[src/rtl/sc_ed_ctrl_if.sv]
// Pixel-window and result handshake bundle for the stochastic edge-detector sequencer.
// master = window producer / result consumer, slave = sc_ed_ctrl.
interface sc_ed_ctrl_if #(
    parameter int W    = 8,
    parameter int NPIX = 20
);
    logic              px_valid;
    logic              px_ready;
    logic [NPIX*W-1:0] px_data;
    logic              res_valid;
    logic              res_ready;
    logic [W-1:0]      res_data;

    modport master (
        output px_valid, px_data, res_ready,
        input  px_ready, res_valid, res_data
    );

    modport slave (
        input  px_valid, px_data, res_ready,
        output px_ready, res_valid, res_data
    );
endinterface

[src/rtl/sc_ed_ctrl.sv]
// Job sequencer for the stochastic-computing edge detector: turns one pixel window into
// correlated unipolar bitstreams, then counts ones on the returned stream over one LFSR period.
module sc_ed_ctrl #(
    parameter int           W        = 8,
    parameter int           NPIX     = 20,
    parameter int           PIPE_DLY = 0,
    parameter logic [W-1:0] TAPS     = 8'hB8,
    parameter logic [W-1:0] SEED_X   = 8'h01,
    parameter logic [W-1:0] SEED_C   = 8'h5A
) (
    input  logic           clk,
    input  logic           rst_n,
    input  logic           abort,
    sc_ed_ctrl_if.slave    bus,
    output logic [NPIX:0]  sc_x,
    output logic           dp_clr,
    input  logic           sc_z,
    output logic           busy
);

    localparam logic [W-1:0] LAST_PHASE = W'((1 << W) - 2);
    localparam logic [W-1:0] HALF       = W'(1 << (W - 1));
    localparam int           DW         = (PIPE_DLY > 1) ? $clog2(PIPE_DLY) : 1;
    localparam logic [DW-1:0] DRAIN_LAST = DW'((PIPE_DLY > 0) ? PIPE_DLY - 1 : 0);

    typedef enum logic [2:0] {
        IDLE  = 3'd0,
        CLR   = 3'd1,
        RUN   = 3'd2,
        DRAIN = 3'd3,
        DONE  = 3'd4
    } state_t;

    state_t            state;
    state_t            next_state;
    logic [NPIX*W-1:0] pix;
    logic [W-1:0]      lfsr_x;
    logic [W-1:0]      lfsr_c;
    logic [W-1:0]      phase;
    logic [DW-1:0]     dcnt;
    logic [W-1:0]      count;
    logic              run_cnt_en;

    // Right-shifting Galois step; TAPS must be a maximal-length mask so a full period hits 1..LEN.
    function automatic logic [W-1:0] lfsr_step(input logic [W-1:0] v);
        return (v >> 1) ^ (v[0] ? TAPS : '0);
    endfunction

    // The first PIPE_DLY RUN samples of sc_z still belong to the previous (cleared) datapath contents.
    generate
        if (PIPE_DLY == 0) begin : g_no_dly
            assign run_cnt_en = 1'b1;
        end else begin : g_dly
            assign run_cnt_en = ({1'b0, phase} >= (W+1)'(PIPE_DLY));
        end
    endgenerate

    always_ff @(posedge clk or negedge rst_n) begin
        if (!rst_n) begin
            state <= IDLE;
        end else begin
            state <= next_state;
        end
    end

    always_comb begin
        next_state    = state;
        sc_x          = '0;
        dp_clr        = 1'b0;
        busy          = (state != IDLE);
        bus.px_ready  = 1'b0;
        bus.res_valid = 1'b0;
        bus.res_data  = '0;

        case (state)
            IDLE: begin
                bus.px_ready = 1'b1;
                if (bus.px_valid) begin
                    next_state = CLR;
                end
            end
            CLR: begin
                dp_clr     = 1'b1;
                next_state = RUN;
            end
            RUN: begin
                for (int i = 0; i < NPIX; i++) begin
                    sc_x[i+1] = (lfsr_x <= pix[W*i +: W]);
                end
                sc_x[0] = (lfsr_c < HALF);
                if (phase == LAST_PHASE) begin
                    next_state = (PIPE_DLY == 0) ? DONE : DRAIN;
                end
            end
            DRAIN: begin
                if (dcnt == DRAIN_LAST) begin
                    next_state = DONE;
                end
            end
            DONE: begin
                bus.res_valid = 1'b1;
                bus.res_data  = count;
                if (bus.res_ready) begin
                    next_state = IDLE;
                end
            end
            default: begin
                next_state = IDLE;
            end
        endcase

        if (abort && (state != IDLE)) begin
            next_state = IDLE;
        end
    end

    // Window capture, LFSR stepping, phase/drain counters and the ones counter.
    always_ff @(posedge clk or negedge rst_n) begin
        if (!rst_n) begin
            pix    <= '0;
            lfsr_x <= SEED_X;
            lfsr_c <= SEED_C;
            phase  <= '0;
            dcnt   <= '0;
            count  <= '0;
        end else begin
            case (state)
                IDLE: begin
                    if (bus.px_valid) begin
                        pix    <= bus.px_data;
                        lfsr_x <= SEED_X;
                        lfsr_c <= SEED_C;
                        phase  <= '0;
                        dcnt   <= '0;
                        count  <= '0;
                    end
                end
                RUN: begin
                    lfsr_x <= lfsr_step(lfsr_x);
                    lfsr_c <= lfsr_step(lfsr_c);
                    phase  <= phase + 1'b1;
                    if (run_cnt_en) begin
                        count <= count + {{(W-1){1'b0}}, sc_z};
                    end
                end
                DRAIN: begin
                    dcnt  <= dcnt + 1'b1;
                    count <= count + {{(W-1){1'b0}}, sc_z};
                end
                default: begin
                end
            endcase

            if (abort && (state != IDLE)) begin
                count <= '0;
            end
        end
    end

endmodule

[src/flat_wrapper.sv]
// flat-port wrapper written by rule: the top's interface ports become plain ports
module sc_ed_ctrl_flat 
#(
    parameter int           W        = 8,
    parameter int           NPIX     = 20,
    parameter int           PIPE_DLY = 0,
    parameter logic [W-1:0] TAPS     = 8'hB8,
    parameter logic [W-1:0] SEED_X   = 8'h01,
    parameter logic [W-1:0] SEED_C   = 8'h5A
)
  (clk, rst_n, abort, sc_x, dp_clr, sc_z, busy, bus_px_valid, bus_px_data, bus_res_ready, bus_px_ready, bus_res_valid, bus_res_data);
  sc_ed_ctrl_if #(.W(W), .NPIX(NPIX)) bus_i ();
  input  logic clk;
  input  logic rst_n;
  input  logic abort;
  output logic [NPIX:0] sc_x;
  output logic dp_clr;
  input  logic sc_z;
  output logic busy;
  input wire logic [$bits(bus_i.px_valid)-1:0] bus_px_valid;
  input wire logic [$bits(bus_i.px_data)-1:0] bus_px_data;
  input wire logic [$bits(bus_i.res_ready)-1:0] bus_res_ready;
  output wire logic [$bits(bus_i.px_ready)-1:0] bus_px_ready;
  output wire logic [$bits(bus_i.res_valid)-1:0] bus_res_valid;
  output wire logic [$bits(bus_i.res_data)-1:0] bus_res_data;
  assign bus_i.px_valid = bus_px_valid;
  assign bus_i.px_data = bus_px_data;
  assign bus_i.res_ready = bus_res_ready;
  assign bus_px_ready = bus_i.px_ready;
  assign bus_res_valid = bus_i.res_valid;
  assign bus_res_data = bus_i.res_data;
  sc_ed_ctrl #(.W(W), .NPIX(NPIX), .PIPE_DLY(PIPE_DLY), .TAPS(TAPS), .SEED_X(SEED_X), .SEED_C(SEED_C)) u_core (.clk(clk), .rst_n(rst_n), .abort(abort), .bus(bus_i), .sc_x(sc_x), .dp_clr(dp_clr), .sc_z(sc_z), .busy(busy));
endmodule
[config.mk]
export PLATFORM = sky130hd
export DESIGN_NAME = sc_ed_ctrl_flat
export DESIGN_NICKNAME = d
export VERILOG_FILES = /design/src/rtl/sc_ed_ctrl_if.sv /design/src/rtl/sc_ed_ctrl.sv /design/src/flat_wrapper.sv
export SDC_FILE = /design/constraint.sdc
export NUM_CORES = 1
export LEC_CHECK = 0
export CAP_MARGIN = 20
export CORE_MARGIN = 10
export CORE_UTILIZATION = 45
export DETAILED_ROUTE_END_ITERATION = 12
export GPL_ROUTABILITY_DRIVEN = 0
export GPL_TIMING_DRIVEN = 0
export MAX_ROUTING_LAYER = met4
export PLACE_DENSITY = 0.7
export SLEW_MARGIN = 30
export SYNTH_ARGS = -nofsm -noshare
export SYNTH_HDL_FRONTEND = slang
export SYNTH_SLANG_ARGS = --single-unit
[constraint.sdc]
create_clock -name clk -period 2.4 [get_ports clk]
set_clock_uncertainty 0.15 [all_clocks]
set_input_delay 0.24 -clock clk [delete_from_list [all_inputs] [get_ports clk]]
set_output_delay 0.24 -clock clk [all_outputs]
set_load 0.02 [all_outputs]
==> results.cfg, run 1 <==
[route]
dr_total_vias = 10100
drtPass1Iterations = 5
ant_nets = 0
drtIter0Drc = 582
wl_per_cell_um = 18.5
drc_errors = 0
vias_per_cell = 5.27
routed_wl_um = 35200

[critical_path]
r2r_cells = 8
crit_fanout = 6
crit_arrival_ps = 2310
cpMaxStageDelayCell = dfrtp_4
crit_type = register to output pin
crit_required_ps = 2010
cpPeakStageDelay_ps = 490
crit_top_cell = buf_12
critPathBufInv = 4
timing.rr.end = u_core.pix[80]$_DFFE_PN0P_
end_kind = output pin
crit_chain = buf_12 > buf_12 > ha_4 > inv_1 > o221a_4 > o211ai_1 > a21oi_2 > buf_4
worstReg2RegStart = u_core.state[2]$_DFFE_PN0P_
cpLargestDelayFamily = compound AO/OA/AOI/OAI gates
start_kind = register
rrSetupSlack_ps = 390

[timing]
period_minus_slack_ps = 2700
tightest_slew_ps = 619
fin_ws_ps = -304
post-route-period-util = 1.13
hold_slack_ps = 77.1
rsz0062_at_grt = true
maxSlewHeadroom = 0.587
hold_violations = 0
slew_viol_final = 0
fmax_ghz = 0.370
setup_viol = 20

[final_layout]
fillerInstances = 2177
nets = 1891
drive_gt1_frac = 0.150
multi_input_area_um2 = 6280
syn_to_final_growth_pct = 36.8
regArea_um2 = 4940

[pwr]
finalPower_mw = 16.0
ir_worst_vdd_mv = 0.435
p_leak_nw = 7.49
powerDensity_nw_per_um2 = 1020

[clock_tree]
clkLatencyLatePin_ps = 440
clk_pin_slew_ps = 80
clk_path_buf_depth = 2
clkSinkCount = 196
htree_num_levels = 4
cts_tree = done
cts_made_buffers = 17
cts_root_buf = clkbuf_16

[min_path]
hold_path_depth = 2
hp-class = primary input to register
whs_endpoint = u_core.state[1]$_DFFE_PN0P_
min-delay-start = abort

[floorplan]
die_area_um2 = 32400
io_pins = 199
die_y_um = 180
die_w_um = 180
start_util = 0.457
row_count = 58
coreArea_um2 = 25200

[place]
dp_hpwl_um = 22900
place.port_buffers = 197

[yosys]
synth_ff_type = dfrtp_1
yosys_warnings = 0
synth-seq-cells = 196
synth_area_leaders = dfrtp_1 42%, ha_1 18%, nand2_1 8.1%, inv_1 5.8%, o21ai_0 5.7%
synth_top_area_share = 0.415
syn_area_per_cell_um2 = 8.82
synthTopCellsByCount = 249 x nand2_1, 191 x dfrtp_1, 179 x inv_1
yosysMostFrequentCell = nand2_1
synth_cells = 1304
synth_fp_nets = 1634
yosys.area.top_type = dfrtp_1
synth.distinct_cells = 43
synth_edf_count = 0
yosysSeqAreaShare = 0.427
synthesis.area_um2 = 11500
synthArstFlopShare = 1.00

[global_route]
antenna_found_initial = 2
grtUsageTotal = 0.212
grt_max_degree = 81
grt-ovfl-total = 0
grt_pass1_wl_um = 53700
grt_pass1_vias = 10000

[status]
status = finished, violations left
failed_checks = negative setup slack

[job]
maxCapViolations = 0
[metal layers]
metal / share of wire / vias to the layer above / global-route usage / wire [um]
met4: 0.021 / 0 / 0.0519 / 724
met3: 0.035 / 50 / 0.0293 / 1240
met1: 0.45 / 4793 / 0.266 / 15700
li1: - / 4946 / - / -
met5: 0 / - / - / 0
met2: 0.50 / 265 / 0.354 / 17500
[cell type report]
type / count / area share
antenna: 2 / 0.000318
buffer: 51 / 0.0184
clock buffer: 19 / 0.0281
clock inverter: 13 / 0.0101
inverter: 179 / 0.0435
multi-input combinational: 878 / 0.399
sequential: 196 / 0.314
tap: 330 / 0.0262
timing repair buffer: 236 / 0.159
timing repair inverter: 2 / 0.00127
[placed cells by master, fill, tap and decap left out, drive strengths merged, types with 16 or more instances in the layout]
cell           instances
dfrtp                191
o21ai                169
clkdlybuf4s50        165
nor2                  34
o211ai                16
clkbuf                27
nand3                 43
a21oi                 78
buf                  103
ha                   164
nand2                249
nand4                 29
inv                  188
[through the flow]
stage                      util  area [um2]  setup slack (ps)  instances  TNS (ps)
after global routing      0.625       15700              -391       1906     -6460
after detailed placement  0.557       14000              -501       1835     -8300
after floorplan               -       11500               224       1304         0
after global placement    0.552       13900             -7450       1831  -1461020
final                     0.625       15700              -304       1906     -5010
after CTS                 0.590       14900              -314       1893     -5240
[state kept, by name (all words and copies together) (netlist names)]
register,cells
u_core.pix,160
u_core.count,8
u_core.lfsr_c,8
u_core.lfsr_x,8
u_core.phase,8
u_core.state,3
u_core.dcnt,1
[power by group]
part | internal, mW | leakage (nW) | switching, mW
Clock | 1.61 | 0.295 | 1.39
Combinational | 3.78 | 4.76 | 4.45
Sequential | 4.33 | 2.43 | 0.466
Total | 9.71 | 7.49 | 6.31
[worst max-delay path by stage]
stage                                              to  cells after the start                          from  slack (ps)
after floorplan                              sc_x[15]                      5  u_core.lfsr_x[2]$_DFFE_PN0P_         220
after global placement    u_core.count[4]$_DFFE_PN0P_                      1                         rst_n       -7450
after detailed placement                      sc_x[6]                      6  u_core.lfsr_x[2]$_DFFE_PN0P_        -500
after CTS                                     sc_x[5]                      7  u_core.lfsr_x[3]$_DFFE_PN0P_        -310
after global routing                          sc_x[6]                      8  u_core.lfsr_x[3]$_DFFE_PN0P_        -390
final                                         sc_x[6]                      8  u_core.lfsr_x[3]$_DFFE_PN0P_        -300
[cells by family after synthesis]
logic type / after synthesis / share of synthesized area
AO/OA/AOI/OAI: 318 / 0.160
XOR/XNOR: 8 / 0.00609
adder cells (fa/ha/maj): 164 / 0.178
buffers and inverters: 230 / 0.0825
flip-flops: 196 / 0.427
multiplexers: 1 / 0.000870
AND/OR/NAND/NOR: 387 / 0.146
[timing repair]
action	CTS	global route
hold buffers	1	0
resized for setup	118	129
setup endpoints to repair	30	22
pin swaps	1	43
cloned	0	3
setup buffers	25	8
hold endpoints to repair	59	0
(Power assumes the default switching activity.)
==> inputs of run 2 (changes only) <==
--- a/config.mk
+++ b/config.mk
@@ -9,7 +9,7 @@
 export CORE_MARGIN = 10
 export CORE_UTILIZATION = 45
 export DETAILED_ROUTE_END_ITERATION = 12
-export GPL_ROUTABILITY_DRIVEN = 0
+export GPL_ROUTABILITY_DRIVEN = 1
 export GPL_TIMING_DRIVEN = 0
 export MAX_ROUTING_LAYER = met4
 export PLACE_DENSITY = 0.7
==> results of run 2 <==
Same layout as run 1: the final DEF is identical, and so are final timing and power.
==> inputs of run 3 (changes only) <==
--- a/config.mk
+++ b/config.mk
@@ -13,6 +13,7 @@
 export GPL_TIMING_DRIVEN = 0
 export MAX_ROUTING_LAYER = met4
 export PLACE_DENSITY = 0.7
+export SKIP_LAST_GASP = 1
 export SLEW_MARGIN = 30
 export SYNTH_ARGS = -nofsm -noshare
 export SYNTH_HDL_FRONTEND = slang
==> results.cfg, run 3 (synthesis results as in run 1) <==
[status]
status = finished, violations left
failed_checks = negative setup slack

[min_path]
hp-class = primary input to register
hold_path_depth = 2
min-delay-start = abort
whs_endpoint = u_core.state[1]$_DFFE_PN0P_

[critical_path]
r2r_cells = 8
crit_fanout = 11
crit_required_ps = 2010
start_kind = register
rrSetupSlack_ps = 410
timing.rr.end = u_core.pix[80]$_DFFE_PN0P_
worstReg2RegStart = u_core.state[2]$_DFFE_PN0P_
end_kind = output pin
crit_arrival_ps = 2320
crit_type = register to output pin

[pwr]
p_sw_mw = 6.26
p_leak_nw = 7.49
seqPwrFrac = 0.301
p_sw_frac = 0.394
ir_worst_vdd_mv = 0.438
p_int_mw = 9.64
powerDensity_nw_per_um2 = 1020
p_clk_frac = 0.189
combPwrFrac = 0.509

[route]
wl_per_cell_um = 18.5
drtPass1Iterations = 5
dr_total_vias = 10000
drc_errors = 0
drtIter0Drc = 616
routed_wl_um = 35200
vias_per_cell = 5.26
ant_nets = 0

[global_route]
grtUsageTotal = 0.212
grt_pass1_vias = 10000
grt_pass1_wl_um = 53700
grt-ovfl-total = 0
antenna_found_initial = 2
grt_max_degree = 81

[floorplan]
die_area_um2 = 32400
io_pins = 199
coreArea_um2 = 25200
row_count = 58
start_util = 0.457
die_w_um = 180
die_y_um = 180

[final_layout]
design_area_um2 = 15700
syn_to_final_growth_pct = 36.0
drive_gt1_frac = 0.142
nets = 1891
final_common_cell = nand2_1
finish.utilization = 0.622
final_cell_mix = 249 x nand2_1, 184 x dfrtp_1, 176 x inv_1, 165 x clkdlybuf4s50_1, 139 x ha_1
regArea_um2 = 4940
fillerInstances = 2190
largest_register_ffs = 160
largest-register = u_core.pix
multi_input_area_um2 = 6200

[place]
place_congestion = 0.847
dp_hpwl_um = 22900
place.port_buffers = 197
placed_area_um2 = 14000

[timing]
rsz0062_at_grt = true
setup_viol = 20
fin_ws_ps = -305
hold_violations = 0
fmax_ghz = 0.370
maxSlewHeadroom = 0.591
post-route-period-util = 1.13
tightest_slew_ps = 613
slew_viol_final = 0
period_minus_slack_ps = 2710

[clock_tree]
clkSinkCount = 196
clk_pin_slew_ps = 80
clk_path_buf_depth = 2
cts_tree = done
htree_num_levels = 4
clkLatencyLatePin_ps = 440
cts_made_buffers = 17
cts_root_buf = clkbuf_16

[job]
maxCapViolations = 0
run 3: cell counts in the layout (fill, tap and decap cells not counted):
No cell type changed its count.
run 3: worst max-delay path: stages (launching register included):
cell and delay [ps]:
dfstp_4 720, buf_12 130, inv_6 70, ha_1 220
o221a_4 280, o211ai_1 170, a21oi_1 100, buf_4 180
run 3: through the flow:
stage          setup TNS (ps)  worst slack (ps)  hold slack, ps  total power, mW  instances
2_1_floorplan               0               224            -206             9.17       1304
3_3_place_gp         -1461020             -7450             315             11.0       1831
3_5_place_dp            -8300              -501            59.1             11.3       1835
4_1_cts                 -5240              -314            56.9             14.7       1893
5_1_grt                 -6650              -392             102             17.2       1906
6_report                -5110              -305            72.7             15.9       1906
run 3: timing repair:
item | 4_1_cts | 5_1_grt
setup endpoints to repair | 30 | 22
pin swaps | 1 | 42
resized for setup | 117 | 111
buffers inserted | 25 | 8
hold endpoints to repair | 59 | 0
hold buffers | 1 | 0
cloned | 0 | 3
run 3: final cells by class:
type,count,share of cell area
repair inverters,2,0.00112
diodes,2,0.000320
well taps,330,0.0264
clock inverters,13,0.0102
clock buffers,19,0.0283
repair buffers,236,0.160
plain buffers,51,0.0185
flip-flops and latches,196,0.316
inverters,179,0.0437
multi-input cells,878,0.396
run 3: worst max path at each step:
stage | depth (start not counted) | from | endpoint
final | 7 | u_core.lfsr_x[0]$_DFFE_PN1P_ | sc_x[16]
after global routing | 7 | u_core.lfsr_x[2]$_DFFE_PN0P_ | sc_x[6]
after CTS | 7 | u_core.lfsr_x[3]$_DFFE_PN0P_ | sc_x[5]
after detailed placement | 6 | u_core.lfsr_x[2]$_DFFE_PN0P_ | sc_x[6]
after global placement | 1 | rst_n | u_core.count[4]$_DFFE_PN0P_
after floorplan | 5 | u_core.lfsr_x[2]$_DFFE_PN0P_ | sc_x[15]
run 3: power groups by stage:
stage	sequential, mW	clock (mW)	combinational [mW]
floorplan	4.81	0	4.36
global placement	5.18	0	5.77
detailed placement	5.10	0	6.23
CTS	4.79	3.04	6.90
global route	4.90	3.20	9.10
finish	4.79	3.01	8.10
run 3: routing by layer:
metal  up-vias  track usage  wire length, um
li1       4939            -                -
met1      4788        0.266            15700
met2       256        0.354            17500
met3        46       0.0293             1280
met4         0       0.0519              745
met5         -            -                0
